$ cat src/rtl/piezo_note_scheduler_pkg.sv
// Shared definitions for the piezo melody scheduler: note indices, FSM states,
// ROM entry field positions and small helpers.
// Latency: n/a (declarations only). Backpressure: n/a.
package piezo_note_scheduler_pkg;

  // Note indices, one per tone-generator input (bit position in note_req)
  localparam logic [2:0] NOTE_DO    = 3'd0;
  localparam logic [2:0] NOTE_RE    = 3'd1;
  localparam logic [2:0] NOTE_MI    = 3'd2;
  localparam logic [2:0] NOTE_FA    = 3'd3;
  localparam logic [2:0] NOTE_SO    = 3'd4;
  localparam logic [2:0] NOTE_LA    = 3'd5;
  localparam logic [2:0] NOTE_TI    = 3'd6;
  localparam logic [2:0] NOTE_DO_HI = 3'd7;

  // Scheduler FSM states
  typedef enum logic [1:0] {
    ST_IDLE = 2'd0,
    ST_PLAY = 2'd1,
    ST_GAP  = 2'd2,
    ST_DONE = 2'd3
  } state_t;

  // ROM entry layout: {rest, note[2:0], beats[1:0]}
  localparam int ROM_W        = 6;
  localparam int ROM_REST_BIT = 5;
  localparam int ROM_NOTE_HI  = 4;
  localparam int ROM_NOTE_LO  = 2;
  localparam int ROM_BEATS_HI = 1;
  localparam int ROM_BEATS_LO = 0;

  function automatic logic [ROM_W-1:0] rom_entry(input logic rest, input logic [2:0] note,
                                                 input logic [1:0] beats);
    return {rest, note, beats};
  endfunction

  // Isolates the lowest set bit: two's complement keeps only that bit in common
  function automatic logic [7:0] lowest_onehot(input logic [7:0] v);
    return v & (~v + 8'd1);
  endfunction

endpackage

$ cat src/rtl/piezo_song_rom.sv
// Fixed 16-step melody table; each entry is {rest, note[2:0], beats[1:0]}, beats==0 means 4.
// Latency: combinational. Backpressure: none.
// Ports: addr (step index) -> entry (6-bit ROM word).
module piezo_song_rom
  import piezo_note_scheduler_pkg::*;
(
  input  logic [3:0]       addr,
  output logic [ROM_W-1:0] entry
);

  always_comb begin
    entry = rom_entry(1'b1, NOTE_DO, 2'd1);
    case (addr)
      4'd0:  entry = rom_entry(1'b0, NOTE_DO,    2'd1);
      4'd1:  entry = rom_entry(1'b0, NOTE_MI,    2'd2);
      4'd2:  entry = rom_entry(1'b1, NOTE_DO,    2'd1);
      4'd3:  entry = rom_entry(1'b0, NOTE_FA,    2'd1);
      4'd4:  entry = rom_entry(1'b0, NOTE_SO,    2'd2);
      4'd5:  entry = rom_entry(1'b0, NOTE_LA,    2'd1);
      4'd6:  entry = rom_entry(1'b0, NOTE_TI,    2'd1);
      4'd7:  entry = rom_entry(1'b0, NOTE_LA,    2'd2);
      4'd8:  entry = rom_entry(1'b0, NOTE_SO,    2'd1);
      4'd9:  entry = rom_entry(1'b1, NOTE_DO,    2'd1);
      4'd10: entry = rom_entry(1'b0, NOTE_RE,    2'd1);
      4'd11: entry = rom_entry(1'b0, NOTE_MI,    2'd1);
      4'd12: entry = rom_entry(1'b0, NOTE_FA,    2'd2);
      4'd13: entry = rom_entry(1'b0, NOTE_MI,    2'd3);
      4'd14: entry = rom_entry(1'b0, NOTE_RE,    2'd1);
      4'd15: entry = rom_entry(1'b0, NOTE_DO_HI, 2'd0);
      default: entry = rom_entry(1'b1, NOTE_DO, 2'd1);
    endcase
  end

endmodule

$ cat src/rtl/piezo_note_scheduler.sv
// Plays the ROM melody on the one-hot piezo note bus; the live keypad overrides and pauses it.
// Latency: note_req is registered, 1 cycle after start/btn is sampled.
// Backpressure: none; keypad hold freezes the melody's duration counter and state.
// Ports: clk, rst (sync, active-low), btn[7:0] keypad, start/stop pulses;
//        note_req[7:0] one-hot note, playing, step_idx[3:0], done pulse.
// Build option: define PIEZO_LOOP_EN to loop the melody until stop (done pulses per wrap).
module piezo_note_scheduler
  import piezo_note_scheduler_pkg::*;
#(
  parameter int BEAT_CYC = 250000,
  parameter int GAP_CYC  = 20000,
  parameter int SONG_LEN = 16
) (
  input  logic       clk,
  input  logic       rst,
  input  logic [7:0] btn,
  input  logic       start,
  input  logic       stop,
  output logic [7:0] note_req,
  output logic       playing,
  output logic [3:0] step_idx,
  output logic       done
);

  localparam int         CW        = $clog2(4 * BEAT_CYC);
  localparam logic [3:0] LAST_STEP = 4'(SONG_LEN - 1);

  state_t           state, state_n;
  logic [CW-1:0]    dur_cnt, cnt_n;
  logic [CW-1:0]    dur_last, dur_last_n;
  logic [CW-1:0]    play_last, play_last_n;
  logic [3:0]       step_n;
  logic             done_n;
  logic [7:0]       note_n;
  logic [ROM_W-1:0] ent_n;
  logic             keys_held;

  assign keys_held = |btn;
  assign playing   = (state == ST_PLAY) || (state == ST_GAP);

  // ROM is addressed by the next step so the registered note lines up with the new state;
  // the step's duration limits are registered alongside step_idx.
  piezo_song_rom u_rom (
    .addr  (step_n),
    .entry (ent_n)
  );

  always_comb begin
    dur_last_n = CW'(4 * BEAT_CYC - 1);
    case (ent_n[ROM_BEATS_HI:ROM_BEATS_LO])
      2'd1:    dur_last_n = CW'(BEAT_CYC - 1);
      2'd2:    dur_last_n = CW'(2 * BEAT_CYC - 1);
      2'd3:    dur_last_n = CW'(3 * BEAT_CYC - 1);
      default: dur_last_n = CW'(4 * BEAT_CYC - 1);
    endcase
    play_last_n = dur_last_n - CW'(GAP_CYC);
  end

  // One counter spans the whole note: PLAY covers 0..D-GAP-1, GAP covers D-GAP..D-1.
  always_comb begin
    state_n = state;
    cnt_n   = dur_cnt;
    step_n  = step_idx;
    done_n  = 1'b0;
    case (state)
      ST_IDLE: begin
        if (start && !stop) begin
          state_n = ST_PLAY;
          step_n  = 4'd0;
          cnt_n   = '0;
        end
      end
      ST_PLAY: begin
        if (!keys_held) begin
          cnt_n = dur_cnt + CW'(1);
          if (dur_cnt == play_last) state_n = ST_GAP;
        end
      end
      ST_GAP: begin
        if (!keys_held) begin
          if (dur_cnt == dur_last) begin
            cnt_n = '0;
            if (step_idx == LAST_STEP) begin
`ifdef PIEZO_LOOP_EN
              state_n = ST_PLAY;
              step_n  = 4'd0;
              done_n  = 1'b1;
`else
              state_n = ST_DONE;
              done_n  = 1'b1;
`endif
            end else begin
              state_n = ST_PLAY;
              step_n  = step_idx + 4'd1;
            end
          end else begin
            cnt_n = dur_cnt + CW'(1);
          end
        end
      end
      ST_DONE: begin
        state_n = ST_IDLE;
        step_n  = 4'd0;
      end
      default: begin
        state_n = ST_IDLE;
        step_n  = 4'd0;
      end
    endcase
    // stop overrides everything, including a simultaneous start
    if (stop && state != ST_IDLE) begin
      state_n = ST_IDLE;
      step_n  = 4'd0;
      cnt_n   = '0;
      done_n  = 1'b0;
    end
  end

  // Keypad priority encoder wins over the melody note
  always_comb begin
    note_n = 8'h00;
    if (keys_held) begin
      note_n = lowest_onehot(btn);
    end else if (state_n == ST_PLAY && !ent_n[ROM_REST_BIT]) begin
      note_n = 8'b1 << ent_n[ROM_NOTE_HI:ROM_NOTE_LO];
    end
  end

  always_ff @(posedge clk) begin
    if (!rst) begin
      state     <= ST_IDLE;
      dur_cnt   <= '0;
      step_idx  <= 4'd0;
      done      <= 1'b0;
      note_req  <= 8'h00;
      dur_last  <= '0;
      play_last <= '0;
    end else begin
      state     <= state_n;
      dur_cnt   <= cnt_n;
      step_idx  <= step_n;
      done      <= done_n;
      note_req  <= note_n;
      dur_last  <= dur_last_n;
      play_last <= play_last_n;
    end
  end

endmodule

$ cat config.mk
export PLATFORM = sky130hd
export DESIGN_NAME = piezo_note_scheduler
export DESIGN_NICKNAME = d
export VERILOG_FILES = /design/src/rtl/piezo_note_scheduler_pkg.sv /design/src/rtl/piezo_song_rom.sv /design/src/rtl/piezo_note_scheduler.sv
export SDC_FILE = /design/constraint.sdc
export NUM_CORES = 1
export LEC_CHECK = 0
export BUFFER_PORTS_ARGS = -buffer_cell sky130_fd_sc_hd__buf_2
export CAP_MARGIN = 20
export CELL_PAD_IN_SITES_DETAIL_PLACEMENT = 2
export CELL_PAD_IN_SITES_GLOBAL_PLACEMENT = 2
export CORE_MARGIN = 4
export CORE_UTILIZATION = 36
export CTS_BUF_LIST = sky130_fd_sc_hd__clkbuf_8 sky130_fd_sc_hd__clkbuf_16
export DETAILED_ROUTE_END_ITERATION = 10
export PLACE_DENSITY_LB_ADDON = 0.3
export SYNTH_ARGS = -nofsm -noshare
export SYNTH_HDL_FRONTEND = slang
export SYNTH_HIERARCHICAL = 1
export SYNTH_SLANG_ARGS = --single-unit
$ cat constraint.sdc
create_clock -name clk -period 4.95 [get_ports clk]
set_clock_uncertainty 0.05 [all_clocks]
set_input_delay 0.7425 -clock clk [delete_from_list [all_inputs] [get_ports clk]]
set_output_delay 0.7425 -clock clk [all_outputs]
set_load 0.03 [all_outputs]
Word level (Yosys, flattened, before mapping)
Memories as Yosys holds them, arrays and structs flattened.
Index checks and enable logic that the tools add are counted.
W data, S select, Z words.
{ "totals": {"reg_bits": 75, "latchBits": 0, "ramBits": 0, "mem_bits_ro": 96, "input_bits": 12, "output_inout_bits": 14, "wordCells": 67, "n_memories": 1} }
{ "op_classes": {"n_addsub": 4, "multipliers": 0, "div": 0, "n_lt_le_gt_ge": 0, "eq_ne": 13, "n_shift": 1, "mux": 23, "n_bitwise": 5, "n_reduce_logical": 13} }
{ "memory_table": {"columns": ["memory", "words", "word_bits", "read_ports", "rd_ports_with_merged_regs", "wr", "line", "rtl"], "rows": [
  ["(name not given)", 16, 6, 1, 0, 0, "piezo_song_rom.sv:13", "case (addr)"]
]} }
{ "ops": {"columns": ["cell", "n"], "rows": [
  ["$pmux W20 S3", 2],
  ["$mux W20", 4],
  ["$eq A20 B20 Y1", 2],
  ["$add A20 B1 Y20 const B", 1],
  ["$mux W4", 5],
  ["$sub A20 B15 Y20 const B", 1],
  ["$mux W8", 2],
  ["$mux W2", 7],
  ["$pmux W4 S3", 1],
  ["$reduce_or A12 Y1", 1],
  ["$add A8 B1 Y8 const B", 1],
  ["$and A8 B8 Y8", 1],
  ["$eq A2 B2 Y1 const B", 4],
  ["$not A8 Y8", 1],
  ["$pmux W2 S4", 1],
  ["$reduce_or A8 Y1", 1],
  ["$shl A1 B3 Y8 const A", 1],
  ["$eq A2 B1 Y1 const B", 3],
  ["$ne A2 B2 Y1 const B", 3],
  ["$add A4 B1 Y4 const B", 1],
  ["$eq A4 B4 Y1 const B", 1],
  ["$reduce_and A4 Y1", 1],
  ["$logic_and A1 B1 Y1", 3],
  ["$not A1 Y1", 3],
  ["7 further kinds", 8]
]} }

Longest topological paths before layout
An unclocked memory read counts as a cell.
{ "logic_depth": {"depth_word": 11, "ltp_mapped": 19, "mapped_depth_nobuf": 19} }

Modules after synthesis
Netlist, hierarchy kept.
{ "modules_own_cells": {"columns": ["module", "n_inst", "cells_each", "area_per_inst_um2", "seq_area_each_um2"], "rows": [
  ["piezo_note_scheduler", 1, 311, 2613.8, 980.9],
  ["piezo_song_rom", 1, 25, 197.7, 0.0]
]} }

Worst setup path after synthesis
OpenSTA, ideal clock, no wires.
{ "synth_path": {"path_kind": "input-to-reg", "start": "input port btn[1]", "end": "register play_last[7]", "setup_ns": 0.128, "t_arrival_ns": 3.841, "t_required_ns": 4.772, "slack_ns": 0.931, "stages": 16, "n_path_buf": 0, "path_cell_list": "or4_4 -> nor2_1 -> nand4_1 -> nor2_1 -> and3_1 -> inv_1 -> mux2i_1 -> inv_1 -> ha_1 -> o21ai_0 -> a22o_1 -> inv_1 -> ha_1 -> o21ai_0 -> xor2_1 -> nor2_1"} }
{ "synth_between": {"elab_chain_len": 8, "elab_cells_between_ends": 10, "cone_classes": "add/sub: 1; eq/ne: 3; mux: 4; reduce/logical: 1; memory: 1"} }
{ "synth_rtl": {"columns": ["item", "line", "rtl"], "rows": [
  ["start: declaration", "piezo_note_scheduler.sv:16", "input logic [7:0] btn,"],
  ["$reduce_or A8 Y1 (*)", "piezo_note_scheduler.sv:38", "assign keys_held = |btn;"],
  ["$mux W4 (*)", "piezo_note_scheduler.sv:80", "if (!keys_held) begin"],
  ["$pmux W4 S3 (*)", "piezo_note_scheduler.sv:65", "case (state)"],
  ["$mux W4 (*)", "piezo_note_scheduler.sv:111", "if (stop && state != ST_IDLE) begin"],
  ["via step_n[0]", "piezo_note_scheduler.sv:32", "logic [3:0] step_n;"],
  ["$mem_v2 Z16 W6 (*)", null, null],
  ["via ent_n[1]", "piezo_note_scheduler.sv:35", "logic [ROM_W-1:0] ent_n;"],
  ["$eq A2 B2 Y1 or $eq A2 B1 Y1 (tied branches)", "piezo_note_scheduler.sv:50", "case (ent_n[ROM_BEATS_HI:ROM_BEATS_LO])"],
  ["$pmux W20 S3 (*)", "piezo_note_scheduler.sv:50", null],
  ["$sub A20 B15 Y20 (*)", "piezo_note_scheduler.sv:56", "play_last_n = dur_last_n - CW'(GAP_CYC);"],
  ["end signal: assignment", "piezo_note_scheduler.sv:145", "play_last <= play_last_n;"],
  ["end: declaration", "piezo_note_scheduler.sv:31", "logic [CW-1:0] play_last, play_last_n;"]
]} }
Mark *: on every way through the listed nets, which the timed path passes. The rest lies on a longest branch.
A chain may end at the register's enable or synchronous reset.

Worst setup path in the final report
Same ends and word-level chain as after synthesis.

==> impl_results.md <==
- Net Count, Synth: 364
- CTS clk-pin slew, worst paths: 0.09 ns
- Post-synthesis average cell area: 8.37 µm²
- Die Y: 96.4 µm
- Slew @ Worst Pin: 0.943 ns
- Sequential share of the synthesized area: 0.349
- Fillers: 874
- Worst slew margin: 0.366
- Leak: 1.19 nW
- Die X: 96.4 µm
- Reg2Reg Depth: 16
- Reg2reg setup slack: 0.64 ns
- Leading cell type in the layout, fill and taps excluded: dfxtp_1
- Row count: 31
- Most used DFF post-synth: dfxtp_1
- CTS tree: built
- DP HPWL: 6.12 mm
- Worst skew pair latency: 0.30 ns
- Library cells used by synthesis: 54
- Max Fclk: 0.224 GHz
- First-pass GRT wire length: 13.3 mm
- CP max FO: 6
- R2r startpoint: dur_cnt[0]
- Starting density of the core: 0.379
- Share of layout cells above drive strength 1: 0.126
- Overall routing resource usage: 0.184
- Largest net degree at the start of global routing: 21
- Crit start category: input port
- Synthesized flop and latch total: 49
- CTS Buf Count: 5
- Most frequent cells in the layout: 49 x dfxtp_1, 43 x nor2_1, 25 x nand2_1, 25 x buf_2, 24 x inv_1
- Drt first pass iters: 9
- Final #Nets: 385
- Placeable Area: 7410 µm²
- DR iter-0 viols: 100
- DR vias: 2,446
- Min-delay src: dur_cnt[1]
- Multi-input gate area: 1700 µm²
- Mapped Cells: 336
- Number of synthesized flops with an enable pin: 0
- Hold_buf cts: 0
- RSZ-0062 raised after global routing: no
- Critical Path RT: 5.07 ns
- Clock sinks: 49
- Final Hold Fails: 0
- CTS Root Cell: clkbuf_8
- Hold-critical path depth: 2
- Power per cell area: 242 nW/µm²
- Antenna violations before repair: 0
- Setup ws final: 0.492 ns
- FFs w/ async S/R, synth: 0
- Hold endpoint: dur_cnt[1]
- Reg-to-reg endpoint: play_last[7]
- Peak VDD IR: 0.0000882 V
- Synth Warn #: 6
- Grt ovf: 0
- PostCTS Resize Cnt: 0
- Final core occ: 0.424
- Tcrit/Tclk final: 0.901
- Place WS: 0.193 ns
- Final Max Slew Viols: 0
- Antenna viol nets, final: 0
- Worst Hold Class: register to register
- Setup tns final: 0 ns
- IO Pins: 26
- Post-DR vias/cell: 5.35
- Synthesized cell area: 2810 µm²
- Worst EP arrival: 4.57 ns
- Area Overhead vs Synth: 11.8%
- Final min period: 4.46 ns
- Full die area: 9290 µm²
- Final std cells w/o fill: 457
- Port-buffer cells: 25
- Outcome: completed
- Overall power: 0.000762 W
- Inserted Diodes: 0
- MaxCap Viol Count: 0
- Setup Viol. Count Final: 0
- Gpl congestion: 0.841
- WS Path Type: input port to register
- DRT Wirelength: 8.00 mm
- Max Root-Sink Buffers: 2
- Htree depth: 2
- Placed cells: 449
- WL per Instance: 17.5 µm
- Worst Setup End Kind: register
- Post-CTS setup buffer count: 0
- Drt drc: 0
- Storage cell area: 981 µm²
- Vias in the first global route: 2,630
## power by group
part | internal, W | switching [W] | total (W)
Sequential | 0.000399 | 0.00000480 | 0.000404
Clock | 0.000163 | 0.000132 | 0.000295
Combinational | 0.0000208 | 0.0000421 | 0.0000629
## synthesized netlist by cell type, drive strengths merged, types with 4 or more instances
cell	count	area share
nand2	25	0.033
nand4	7	0.016
nor2	43	0.057
xnor2	15	0.047
nand3	13	0.023
xor2	18	0.056
buf	4	0.0093
ha	16	0.071
nand4b	4	0.012
and3	5	0.011
a31oi	6	0.013
and2	8	0.018
o21ai	9	0.016
a21oi	12	0.021
nand3b	4	0.011
o22ai	4	0.0089
or4	4	0.013
inv	23	0.031
clkbuf	8	0.011
nor3	13	0.025
nor4	8	0.020
dfxtp	49	0.35
## cell type report
cell class,instances,area share
multi-input cells,252,0.542
flip-flops and latches,49,0.312
well taps,99,0.0394
inverters,23,0.0275
clock inverters,2,0.0107
clock buffers,6,0.0263
repair buffers,26,0.0422
## state kept, by name, indices dropped and copies added (netlist names)
| signal | cells |
|---|---|
| done | 1 |
| dur_cnt | 20 |
| dur_last | 8 |
| note_req | 8 |
| play_last | 6 |
| state | 2 |
| step_idx | 4 |
## cells by family (layout without fill, tap and decap cells)
kind of cell	Yosys count	in the layout	share of synthesized area
AND/OR/NAND/NOR	148	148	0.282
AO/OA/AOI/OAI	52	52	0.129
flip-flops	49	49	0.349
buffers and inverters	35	57	0.0512
XOR/XNOR	33	33	0.103
adder cells (fa/ha/maj)	16	16	0.0712
multiplexers	3	3	0.0151
## per-stage QoR
step / area [µm²] / hold WS (ns)
global route: 3140 / 0.531
floorplan: 2810 / 0.443
CTS: 3140 / 0.499
global placement: 3030 / 0.478
detailed placement: 3030 / 0.487
finish: 3140 / 0.492
## worst max-delay path, cell delays in order
cell,delay (ns)
buf_2,0.12
or4_4,0.57
nor2_1,0.17
nand4_1,0.22
nor2_1,0.29
and3_1,0.27
inv_1,0.05
mux2i_1,0.41
inv_1,0.17
ha_1,0.34
o21ai_0,0.16
a22o_1,0.21
inv_1,0.09
ha_1,0.19
o21ai_0,0.31
xor2_1,0.18
nor2_1,0.07
## how the worst max path moves through the flow
stage                start            to  slack, ns  depth (start not counted)
floorplan           btn[1]  play_last[7]       0.93                         16
global placement    btn[1]  play_last[7]       0.44                         17
detailed placement  btn[1]  play_last[7]       0.19                         17
CTS                 btn[1]  play_last[7]       0.47                         17
global route        btn[1]  play_last[7]       0.12                         17
finish              btn[1]  play_last[7]       0.49                         17
## per-layer routing
metal	wire, µm	up-vias	global-route usage
met1	3890	1203	0.250
met5	0	-	0
met4	70	0	0.0479
met2	3870	26	0.308
met3	169	5	0.0240
li1	-	1212	-
(Power assumes the default switching activity.)
